[config.mk]
export PLATFORM = sky130hd
export DESIGN_NAME = exit_status_ctrl
export DESIGN_NICKNAME = d
export VERILOG_FILES = /design/src/rtl/exit_status_ctrl.sv
export SDC_FILE = /design/constraint.sdc
export NUM_CORES = 1
export LEC_CHECK = 0
export ABC_CLOCK_PERIOD_IN_PS = 4700
export CAP_MARGIN = 20
export CELL_PAD_IN_SITES_DETAIL_PLACEMENT = 0
export CELL_PAD_IN_SITES_GLOBAL_PLACEMENT = 2
export CORE_UTILIZATION = 25
export CTS_CLUSTER_DIAMETER = 60
export DETAILED_ROUTE_END_ITERATION = 10
export PLACE_DENSITY = 0.79
export SLEW_MARGIN = 20
export SYNTH_ARGS = -nofsm -noshare
export SYNTH_HDL_FRONTEND = slang
export SYNTH_SLANG_ARGS = --single-unit
export TNS_END_PERCENT = 100
[constraint.sdc]
create_clock -name clk -period 4.7 [get_ports clk]
set_input_delay 0.47 -clock clk [delete_from_list [all_inputs] [get_ports clk]]
set_output_delay 0.47 -clock clk [all_outputs]
set_load 0.02 [all_outputs]
[src/rtl/exit_status_ctrl.sv]
// Exit-status collector: round-robin accepts one 2-bit code per agent per run and reports the worst.
// Optional watchdog enabled by defining EXIT_STATUS_TIMEOUT_EN.
module exit_status_ctrl #(
  parameter int          NUM_REQ        = 4,
  parameter int unsigned TIMEOUT_CYCLES = 1000000
) (
  input  logic                   clk,
  input  logic                   rst_n,
  input  logic                   start_i,
  input  logic [NUM_REQ-1:0]     req_valid_i,
  input  logic [2*NUM_REQ-1:0]   req_status_i,
  output logic [NUM_REQ-1:0]     req_ready_o,
  output logic [NUM_REQ-1:0]     reported_o,
  output logic                   busy_o,
  output logic                   done_o,
  output logic [1:0]             status_o
);

  localparam int PTR_W = (NUM_REQ > 1) ? $clog2(NUM_REQ) : 1;

  if (NUM_REQ < 1 || NUM_REQ > 16 || TIMEOUT_CYCLES < 2) begin : g_param_chk
    $error("exit_status_ctrl: parameter out of range");
  end

  typedef enum logic [1:0] {S_IDLE, S_COLLECT, S_DONE} state_t;

  state_t             state, state_nxt;
  logic [NUM_REQ-1:0] reported, reported_nxt, grant;
  logic [PTR_W-1:0]   ptr, ptr_nxt;
  logic [1:0]         acc, acc_nxt, code_sel;
  logic               complete;
`ifdef EXIT_STATUS_TIMEOUT_EN
  logic [31:0]        cnt, cnt_nxt;
`endif

  // Code 10 is folded into ERROR so the remaining codes are ordered by bit-inclusion.
  function automatic logic [1:0] map_code(input logic [1:0] c);
    return (c == 2'b10) ? 2'b11 : c;
  endfunction

  function automatic logic [1:0] merge_code(input logic [1:0] a, input logic [1:0] b);
    return a | b;
  endfunction

  // Grant the eligible agent with the smallest circular distance from the pointer.
  always_comb begin
    int best_d;
    int d;
    grant    = '0;
    code_sel = 2'b00;
    ptr_nxt  = ptr;
    best_d   = NUM_REQ;
    d        = 0;
    if (state == S_COLLECT) begin
      for (int k = 0; k < NUM_REQ; k++) begin
        if (req_valid_i[k] && !reported[k]) begin
          d = (k >= int'(ptr)) ? (k - int'(ptr)) : (k + NUM_REQ - int'(ptr));
          if (d < best_d) begin
            best_d   = d;
            grant    = '0;
            grant[k] = 1'b1;
            code_sel = map_code(req_status_i[2*k +: 2]);
            ptr_nxt  = PTR_W'((k + 1) % NUM_REQ);
          end
        end
      end
    end
  end

  always_comb begin
    state_nxt    = state;
    reported_nxt = reported;
    acc_nxt      = acc;
    complete     = 1'b0;
`ifdef EXIT_STATUS_TIMEOUT_EN
    cnt_nxt      = cnt;
`endif
    case (state)
      S_COLLECT: begin
        if (|grant) begin
          reported_nxt = reported | grant;
          acc_nxt      = merge_code(acc, code_sel);
          complete     = (code_sel == 2'b11) || (&(reported | grant));
        end
`ifdef EXIT_STATUS_TIMEOUT_EN
        cnt_nxt = cnt + 32'd1;
        if (!complete && (cnt_nxt == 32'(TIMEOUT_CYCLES - 1))) begin
          acc_nxt   = 2'b11;
          state_nxt = S_DONE;
        end
`endif
        if (complete) state_nxt = S_DONE;
      end
      default: begin
        if (start_i) begin
          state_nxt    = S_COLLECT;
          reported_nxt = '0;
          acc_nxt      = 2'b00;
`ifdef EXIT_STATUS_TIMEOUT_EN
          cnt_nxt      = '0;
`endif
        end
      end
    endcase
  end

  always_ff @(posedge clk or negedge rst_n) begin
    if (!rst_n) begin
      state    <= S_IDLE;
      reported <= '0;
      ptr      <= '0;
      acc      <= 2'b00;
`ifdef EXIT_STATUS_TIMEOUT_EN
      cnt      <= '0;
`endif
    end else begin
      state    <= state_nxt;
      reported <= reported_nxt;
      ptr      <= ptr_nxt;
      acc      <= acc_nxt;
`ifdef EXIT_STATUS_TIMEOUT_EN
      cnt      <= cnt_nxt;
`endif
    end
  end

  assign req_ready_o = grant;
  assign reported_o  = reported;
  assign busy_o      = (state == S_COLLECT);
  assign done_o      = (state == S_DONE);
  assign status_o    = (state == S_DONE) ? acc : 2'b11;

endmodule

==> metrics.txt <==
outcome complete, no violations; post-synth top area cell dfrtp_1; fill count 389; antenna-violating nets left 0; Worst-Margin Slew 0.500 ns; clock tree buffer depth 2; Avg Cell Area, Syn 8.59 µm²; Rows 22; final wirelength 3200 µm; cell area after synthesis 996 µm²; YS warnings 0; FF-to-FF setup slack 0.29 ns; Final nets 206; M2 GR Usage 0.275; worst slack, placed -0.790 ns; Num CTS Buffers 3; GP Congestion 0.814; starting density of the core 0.266; WS Path Type reg2out; Worst Clk Skew 0.00325 ns; startpoint types flip-flop; leakage 0.789 nW; grt met3 use 0.0260; Final period util 0.990; footprint of the multi-input gates 796 µm²; RSZ-0062 raised after global routing true; post-synth top area share 0.251; die height 65.1 µm; Layout Utilization 0.458; DIE WIDTH 65.1 µm; met1 Use GR 0.192; area growth from synthesis to layout 72.1%; Top Usage Layer GRT met2; Setup WS post-layout 0.0466 ns; worst skew pair latency 0.23 ns; Achievable Freq 215 MHz; TNS Setup 0 ns; antenna cell count 0; Root Buffer clkbuf_8; Worst Path Max Fanout 3; crit path capture type output port; maxcap violations 0; First-pass DRT Iterations 4; clock sinks 10; Worst Hold Class reg2reg; H-tree levels 1; minimum clock period 4.65 ns; Routed wire per std cell 14.1 µm; Synth Register Bits 10; vias in the first global route 1,124; CP arrival 4.18 ns; Synth Instances 116; syn_nets 141; initial antenna violation count 0; Residual DRC 0; Hold Worst Slack 0.482 ns; worst path required time 4.23 ns; Port Buf Inserts 26; gr usage total 0.153; Max IR drop VDD 0.000419 V; dpl cells 217; first-pass GRT wire length 5060 µm; HPWL Detailed 2440 µm; drt via density 5.00; Synth cell types 45; die area 4240 µm²; final hold vios 0; share of layout cells above drive strength 1 0.391; Overflow after GRT 0; Worst-path clk slew 0.04 ns; Reg area 250 µm²; post-synthesis sequential area ratio 0.251; # hold bufs at CTS 0; Slew headroom 0.665; Top Ports 27; leading post-synthesis cells by cell area dfrtp_1, ha_1, inv_1; fin. max-slew vios 0; via count 1,136; Initial DRC Count 32; clock tree from TritonCTS done; core area 3740 µm²; PD cells 777 nW/µm²; final setup violation count 0; Non-Filler Instances 227; largest net degree at the start of global routing 11
## critical path, stage by stage, from the launching register on
cell	delay, ns
dfrtp_1	0.40
ha_4	0.18
and2_4	0.14
ha_4	0.16
nor3b_4	0.21
o211a_1	0.24
nor2_4	0.05
nor2_2	0.11
a21oi_2	0.05
ha_2	0.19
or4b_4	0.53
o2111ai_4	0.22
nand2_2	0.10
nand2_1	0.06
o21ai_1	0.06
ha_1	0.29
a21o_1	0.21
a21oi_2	0.11
a211oi_4	0.30
and3_4	0.23
buf_6	0.11
## cells in the mapped netlist, drive strengths merged
library cell	n
o211a	1
and2	3
a21boi	1
nor2b	2
o2111ai	2
o21a	2
a211oi	4
o211ai	2
nand3b	1
nand2b	6
a2bb2oi	1
inv	12
and3b	1
or4b	2
or2	1
or3b	1
nor4	1
a21o	4
o41ai	1
mux2i	1
o31ai	2
ha	10
and4b	1
a311o	1
nor2	6
o22ai	1
nand2	10
and3	1
dfrtp	10
or3	1
a21oi	7
a311oi	1
nand3	1
a221oi	1
a22oi	1
nor3b	1
o21ai	8
buf	2
nor3	2
## where the power goes
part / internal [mW] / switching (mW) / total [mW]
clock network: 0.0559 / 0.0306 / 0.0864
registers: 0.128 / 0.0331 / 0.161
logic: 0.543 / 0.542 / 1.09
## kinds of logic (layout without fill, tap and decap cells)
kind of cell               count (synthesis)  in the layout  synth area share
buffers and inverters                     14             77            0.0578
and+or+nand+nor                           41             41             0.244
DFF                                       10             10             0.251
adders and majority gates                 10             10             0.126
AOI/OAI and AO/OA                         40             40             0.312
muxes                                      1              1            0.0101
## final timing paths
check                                   start                    to  cells past startpoint
max in group asynchronous               rst_n    ptr[1]$_DFFE_PN0P_                      1
hold reg to reg            acc[1]$_DFFE_PN0P_    acc[1]$_DFFE_PN0P_                      2
setup reg to reg           ptr[0]$_DFFE_PN0P_  state[0]$_DFFE_PN0P_                     23
min in group asynchronous               rst_n  state[1]$_DFFE_PN0P_                      1
hold / removal             acc[1]$_DFFE_PN0P_    acc[1]$_DFFE_PN0P_                      2
setup / recovery           ptr[0]$_DFFE_PN0P_        req_ready_o[2]                     20
## cells in the final DEF (no fill, tap or decap), types with 3 or more instances in the layout
master	Yosys	routed
buf_4	1	36
clkdlybuf4s50_1	0	21
dfrtp_1	10	10
inv_1	11	9
nand2_1	10	9
nand2b_1	6	6
ha_1	10	6
a21oi_1	7	5
o21ai_0	6	5
a21o_1	4	4
inv_2	1	3
nor2_1	6	3
o21ai_1	2	3
clkbuf_8	0	3
## final cells by class
class / instances / share of cell area
clock buffers: 3 / 0.0241
multi-input cells: 92 / 0.464
repair buffers: 62 / 0.304
inverters: 12 / 0.0263
well taps: 48 / 0.0350
flip-flops and latches: 10 / 0.146
## timing repair
action                                  4_1_cts  5_1_grt
pin swaps                                    11       17
setup buffers                                 3        4
endpoints found under the setup margin        7        6
resized for setup                            27       20
## layer usage
metal / up-vias / routed length, µm
met5: - / 0
met4: 0 / 54
met3: 6 / 156
met2: 40 / 1550
met1: 537 / 1440
li1: 553 / -
## through the flow
step	power (mW)	instance area, µm²
2_1_floorplan	0.676	997
3_3_place_gp	1.05	1520
3_5_place_dp	1.06	1520
4_1_cts	1.23	1610
5_1_grt	1.44	1710
6_report	1.33	1710
## registers in the layout, summed over array words and instances (netlist names)
name and count:
state 2, acc 2, reported_o 4, ptr 2
No activity file was read; power rests on OpenSTA's default activity.
